===== src/rtl/counter_pkg.sv =====
// Shared encodings and helpers for the up/down load counter family.
package counter_pkg;

    localparam logic DIR_UP    = 1'b0;
    localparam logic DIR_DOWN  = 1'b1;
    localparam logic MODE_WRAP = 1'b0;
    localparam logic MODE_SAT  = 1'b1;

    // Loads never place the counter above its terminal value.
    function automatic int unsigned clamp_load(input int unsigned value,
                                               input int unsigned max_val);
        return (value > max_val) ? max_val : value;
    endfunction

endpackage


===== src/rtl/counter_updown_load_tick_gen.sv =====
// Prescaler: turns enabled clock cycles into one count step every PRESCALE cycles.
module tick_gen #(
    parameter int unsigned PRESCALE = 1
) (
    input  logic clk,
    input  logic rst,
    input  logic en,
    input  logic clr,
    output logic step
);

    localparam int unsigned PC_W = (PRESCALE > 1) ? $clog2(PRESCALE) : 1;
    localparam logic [PC_W-1:0] PC_LAST = PC_W'(PRESCALE - 1);

    logic [PC_W-1:0] r_pc;
    logic            w_step;

    assign w_step = en && (r_pc == PC_LAST);
    assign step   = w_step;

    // pc holds while en is low so the step phase is preserved across gaps.
    always_ff @(posedge clk or posedge rst) begin
        if (rst) begin
            r_pc <= '0;
        end else if (clr) begin
            r_pc <= '0;
        end else if (en) begin
            r_pc <= w_step ? '0 : (r_pc + PC_W'(1));
        end
    end

endmodule


===== src/rtl/counter_updown_load.sv =====
// General-purpose up/down event counter with constant/runtime load,
// wrap or saturate at the boundaries, prescaled enable and overflow flags.
module counter_updown_load
    import counter_pkg::*;
#(
    parameter int unsigned WIDTH    = 4,
    parameter int unsigned MAX_VAL  = 15,
    parameter int unsigned LOAD_VAL = 9,
    parameter int unsigned PRESCALE = 1
) (
    input  logic             clk,
    input  logic             rst,
    input  logic             en,
    input  logic             load,
    input  logic             load_sel,
    input  logic [WIDTH-1:0] d,
    input  logic             dir,
    input  logic             sat_mode,
    output logic [WIDTH-1:0] q,
    output logic             tc,
    output logic             wrap,
    output logic             ovf
);

    localparam logic [WIDTH-1:0] MAX_Q  = WIDTH'(MAX_VAL);
    localparam logic [WIDTH-1:0] LOAD_Q = WIDTH'(clamp_load(LOAD_VAL, MAX_VAL));

    logic [WIDTH-1:0] r_q;
    logic             r_wrap;
    logic             r_ovf;
    logic             w_step;
    logic             w_boundary;
    logic             w_wrap_evt;
    logic [WIDTH-1:0] w_load_val;
    logic [WIDTH-1:0] w_q_next;

    tick_gen #(
        .PRESCALE(PRESCALE)
    ) u_tick_gen (
        .clk (clk),
        .rst (rst),
        .en  (en),
        .clr (load),
        .step(w_step)
    );

    assign w_boundary = (dir == DIR_UP) ? (r_q == MAX_Q) : (r_q == '0);
    assign w_wrap_evt = w_step && w_boundary && (sat_mode == MODE_WRAP);
    assign w_load_val = (load_sel == 1'b0) ? LOAD_Q
                                           : WIDTH'(clamp_load(32'(d), MAX_VAL));

    // Boundary handling keeps every next value inside 0..MAX_VAL.
    always_comb begin
        w_q_next = r_q;
        if (dir == DIR_UP) begin
            if (r_q != MAX_Q) begin
                w_q_next = r_q + WIDTH'(1);
            end else if (sat_mode == MODE_WRAP) begin
                w_q_next = '0;
            end
        end else begin
            if (r_q != '0) begin
                w_q_next = r_q - WIDTH'(1);
            end else if (sat_mode == MODE_WRAP) begin
                w_q_next = MAX_Q;
            end
        end
    end

    always_ff @(posedge clk or posedge rst) begin
        if (rst) begin
            r_q    <= '0;
            r_wrap <= 1'b0;
            r_ovf  <= 1'b0;
        end else if (load) begin
            r_q    <= w_load_val;
            r_wrap <= 1'b0;
            r_ovf  <= 1'b0;
        end else begin
            r_wrap <= w_wrap_evt;
            if (w_step) begin
                r_q <= w_q_next;
                if (w_boundary) begin
                    r_ovf <= 1'b1;
                end
            end
        end
    end

    assign q    = r_q;
    assign tc   = w_step && w_boundary;
    assign wrap = r_wrap;
    assign ovf  = r_ovf;

endmodule


===== config.mk =====
export PLATFORM = sky130hd
export DESIGN_NAME = counter_updown_load
export DESIGN_NICKNAME = d
export VERILOG_FILES = /design/src/rtl/counter_pkg.sv /design/src/rtl/counter_updown_load_tick_gen.sv /design/src/rtl/counter_updown_load.sv
export SDC_FILE = /design/constraint.sdc
export NUM_CORES = 1
export LEC_CHECK = 0
export ABC_AREA = 1
export CORE_AREA = 5 5 42 44
export CTS_BUF_LIST = sky130_fd_sc_hd__clkbuf_4 sky130_fd_sc_hd__clkbuf_8
export CTS_CLUSTER_DIAMETER = 40
export DETAILED_ROUTE_END_ITERATION = 10
export DIE_AREA = 0 0 47 49
export GPL_TIMING_DRIVEN = 0
export PLACE_DENSITY = 0.83
export SLEW_MARGIN = 40
export SYNTH_ARGS = -nofsm -noshare
export SYNTH_HDL_FRONTEND = slang
export SYNTH_SLANG_ARGS = --single-unit

===== constraint.sdc =====
create_clock -name clk -period 3.84 [get_ports clk]
set_clock_uncertainty 0.1 [all_clocks]
set_input_delay 0.768 -clock clk [delete_from_list [all_inputs] [get_ports clk]]
set_output_delay 0.768 -clock clk [all_outputs]
set_load 0.05 [all_outputs]

[Yosys cells after proc, flatten, opt, wreduce, memory -nomap -nowiden]
Cells that the tools add are included.
Storage, ports and cells
  register bits: 7
  output and inout bits: 7
  logic and storage cells: 39
Cells by class
  add/sub/neg operators: 3
  equality and inequality tests: 4
  multiplexer cells: 16
  bitwise operators: 2
  reduce and logical (&&, ||, !) cells: 10
Operators with widths (number)
  $mux 4: 8
  $mux 1: 8
  $ne 4x3->1 const B: 2
  $reduce_bool 2->1: 3
  $add 4x1->4 const B: 1
  $eq 4x4->1 const B: 1
  $logic_not 4->1: 1
  $ne 4x4->1 const B: 1
  $reduce_bool 4->1: 1
  $sub 4x1->4 const B: 1
  $logic_and 1x1->1: 3
  $reduce_and 3->1: 1
  $not 1->1: 2
  $reduce_and 2->1: 1
  $add 1x1->1 const B: 1

[Depth between registers and ports, before layout]
  word-level depth: 5
  gate-level depth with buffers: 9
  gate-level depth less buffers: 9

[Cells and area by module]
Synthesis repeated with hierarchy kept, for this count alone.
Second synthesis, totals
  cells, all modules: 84
  area, all modules: 603.1 um^2
By module, submodules not included
  counter_updown_load: times used 1, cells each 78, area an instance 556.8 um^2, seq. area each 150.1 um^2
  tick_gen: times used 1, cells each 6, area an instance 46.3 um^2, seq. area each 25.0 um^2

[Worst setup path before layout]
Ideal clock, no wire load.
  path kind: reg-to-output
  start: register r_q[1], in the netlist q[1]
  end: output tc
  data arrival time: 1.645 ns
  data required time: 2.972 ns
  setup slack: 1.327 ns
  cell stages (with the launch flop): 5
  cell sequence: dfrtp_1 -> ha_1 -> nand3_1 -> o21ai_1 -> and3_1
Between the ends
  word-level cells in the longest chain between the ends: 3
  elaborated cells on any way between the ends: 4
RTL lines
  start, declared: line counter_updown_load.sv:28  | logic [WIDTH-1:0] r_q;
  start signal, assigned: line counter_updown_load.sv:76  | r_q <= w_load_val;
  start signal, assigned: line counter_updown_load.sv:82  | r_q <= w_q_next;
  $eq 4x4->1 or $logic_not 4->1 (tied branches): line counter_updown_load.sv:47  | assign w_boundary = (dir == DIR_UP) ? (r_q == MAX_Q) : (r_q == '0);
  $mux 1 (*): line counter_updown_load.sv:47
  $logic_and 1x1->1 (*): line counter_updown_load.sv:91  | assign tc = w_step && w_boundary;
  end, declared: line counter_updown_load.sv:20  | output logic tc,
Mark *: on every way between the ends. The rest lies on a longest branch, timed or not.

[Final worst setup path]
  start: register r_q[0], in the netlist q[0]
  end: output tc
Same word-level chain as after synthesis.

==> summary.txt <==
Run status
  – Status: complete, no violations

Synth
  – Mapped Area: 539 um2
  – Post-synthesis area per instance: 6.58 um2
  – Synth top area share: 32.5%
  – YS warnings: 0
  – Ranking of synthesized cells by area: dfrtp_1 (32%), nand2_1 (17%), nand3_1 (11%)
  – Mapped Cells: 82
  – Post-synth cell types: 19
  – Adder-Cell Fraction of Synth Area: 4.64%
  – Compound-cell area share of the yosys netlist: 6.50%
  – Main combinational cell family by area after synthesis: simple AND/OR/NAND/NOR gates
  – Mux cell area share after synthesis: 0%
  – XOR/XNOR Fraction of Synth Area: 1.62%
  – Simple-Gate Fraction of Synth Area: 42.2%
  – FF+latch count, synth: 7
  – Area leader, netlist: dfrtp_1
  – Mapped Nets: 95
  – Sequential cell area fraction in the yosys report: 32.5%

Global routing
  – Largest net degree at the start of global routing: 10
  – Gr ovfl total: 0
  – Initial antenna violation count: 0
  – First-pass GRT wire length: 2190 um
  – GR Util All Layers: 12.8%
  – Vias in the first global route: 566

Die
  – Die area: 2300 um2
  – I/O pins: 18
  – Row count: 14
  – Core Box Area: 1400 um2
  – Die Ht: 49 um
  – Chip Width: 47 um
  – Initial core utilization: 38.5%

Cells and area
  – Non-Filler Instances: 118
  – Area Overhead vs Synth: 39.0%
  – Final #Nets: 116
  – Fillers: 153
  – Multi-input gate area: 297 um2
  – Layout cells sized above 1: 13.7%
  – FF/Latch Area: 175 um2
  – Final Util: 53.5%
  – N_diodes: 0

Place
  – Routability cong.: 0.845
  – Post-DP HPWL: 1090 um
  – Inst Count DP: 114
  – Port bufs: 16

Pwr
  – Sequential power share: 29.1%
  – Switching Share: 41.8%
  – Maximum vdd drop: 308 uV
  – Pwr Density: 438 nW/um2
  – Combinational power share: 48.4%
  – Clock power frac: 22.5%
  – Int Pwr: 0.191 mW
  – Pwr Total: 0.328 mW
  – Leakage: 0.375 nW
  – Switch Pwr: 0.137 mW

Drt
  – # DRC: 0
  – Routed length per instance: 11.5 um
  – Vias per cell: 5.03
  – Drt first pass iters: 4
  – WL final: 1350 um
  – Post-route ant nets: 0
  – Drt first-iter violations: 12
  – Via count: 593

Worst setup path
  – R2r worst-path depth: 9
  – Crit. Startpoint: q[0]
  – Critical Path End: tc
  – Critical path class: flop to primary output
  – Reg2reg start: q[0]
  – Crit path capture type: primary output
  – Worst endpoint required time: 2.97 ns
  – Worst setup SP type: flop
  – Flop2flop setup slack: 2.30 ns
  – Crit Path Max Fanout: 6
  – CP Data Arrival Time: 2.25 ns
  – R2r endpoint: q[2]

Clock tree
  – Worst-Skew Late Latency: 0.25 ns
  – CTS sink count: 7
  – Postcts setup bufs: 0
  – Num CTS Buffers: 3
  – Max Root-Sink Buffers: 2
  – Gates resized, CTS repair: 0
  – Worst-path clk slew: 0.05 ns
  – Root buffer cell: clkbuf_4
  – Depth of the CTS H-tree: 1
  – Post-CTS Hold Buffers: 0
  – TritonCTS clock tree: done

STA
  – Minimum clock period: 3.12 ns
  – Setup violators final: 0
  – Unrepaired setup endpoints after global routing: no
  – Fin crit share: 81.1%
  – Pins over their slew limit: 0
  – Fin Setup TNS: 0 ns
  – Worst-margin pin slew: 0.502 ns
  – Fmax: 321 MHz
  – Final hold violation count: 0
  – Slew HR: 66.4%

Run
  – Max-cap violations: 0

Hold path
  – Worst hold path type: flop to flop
[sequential cells by signal (all words and copies together) (netlist names)]
signal,count
ovf,1
wrap,1
q,4
u_tick_gen.r_pc,1
[layout by cell type (no fill, tap or decap)]
master           synthesis  layout
nand2_1                 24      24
clkdlybuf4s50_1          0      16
nand3_1                 12      12
inv_1                    7       7
nor2_1                   7       7
dfrtp_1                  7       7
inv_2                    4       4
clkbuf_4                 0       4
o21ai_0                  3       3
o21ai_1                  3       3
buf_4                    2       2
nand4_1                  2       2
nor3_1                   2       2
ha_1                     2       2
buf_6                    1       1
nand2_2                  1       1
nor2_2                   1       1
nand3_2                  1       1
xnor2_1                  1       1
a21oi_1                  1       1
and3_1                   1       1
[cell type report]
type | count | area share, %
Timing Repair Buffer | 16 | 21.4
Multi-Input combinational cell | 61 | 39.6
Clock buffer | 4 | 4.01
Tap cell | 16 | 2.67
Sequential cell | 7 | 23.4
Inverter | 11 | 5.51
Buffer | 3 | 3.51
[per-stage QoR]
step           worst slack, ns  instance area [um2]  hold slack (ns)
2_1_floorplan             1.33                  539            0.386
3_3_place_gp             0.760                  719            0.368
3_5_place_dp             0.752                  719            0.390
4_1_cts                  0.707                  749            0.404
5_1_grt                  0.544                  749            0.438
6_report                 0.725                  749            0.401
[cells by family (layout without fill, tap and decap cells)]
family                   after synthesis  in the layout
adder cells (fa/ha/maj)                2              2
flip-flops                             7              7
XOR/XNOR                               1              1
AO/OA/AOI/OAI                          7              7
buffers and inverters                 14             34
AND/OR/NAND/NOR                       51             51
[cell usage after synthesis, drive strengths merged]
library cell  instances
nand2                25
nor2                  8
inv                  11
dfrtp                 7
ha                    2
and3                  1
buf                   3
nor3                  2
a21oi                 1
nand4                 2
o21ai                 6
xnor2                 1
nand3                13
[routing by layer]
| layer | wire, um | global-route usage [%] | share of wire [%] |
|---|---|---|---|
| met1 | 528 | 14.1 | 39 |
| met2 | 690 | 21.5 | 51 |
| met3 | 126 | 5.54 | 9.3 |
| met4 | 7 | 3.69 | 0.52 |
| met5 | 0 | 0 | 0 |
[power by group through the flow]
stage                     logic, mW  clock network [mW]  registers (mW)
after floorplan              0.0757                   0           0.130
after global placement        0.155                   0          0.0954
after detailed placement      0.159                   0          0.0962
after CTS                     0.160              0.0758          0.0952
after global routing          0.174              0.0802          0.0968
final                         0.159              0.0737          0.0955
[worst max-delay path, stage by stage (launching register included)]
cell and delay (ns):
dfrtp_1 0.44, inv_1 0.15, ha_1 0.23, nand3_1 0.11, o21ai_1 0.11, and3_1 0.16
clkdlybuf4s50_1 0.79
[how the worst min path moves through the flow]
stage	startpoint	endpoint	cells after the start
floorplan	u_tick_gen.r_pc	u_tick_gen.r_pc	2
finish	ovf	ovf	2
global placement	ovf	ovf	2
CTS	ovf	ovf	2
detailed placement	ovf	ovf	2
global route	ovf	ovf	2
Power figures use the tool's default switching activity.
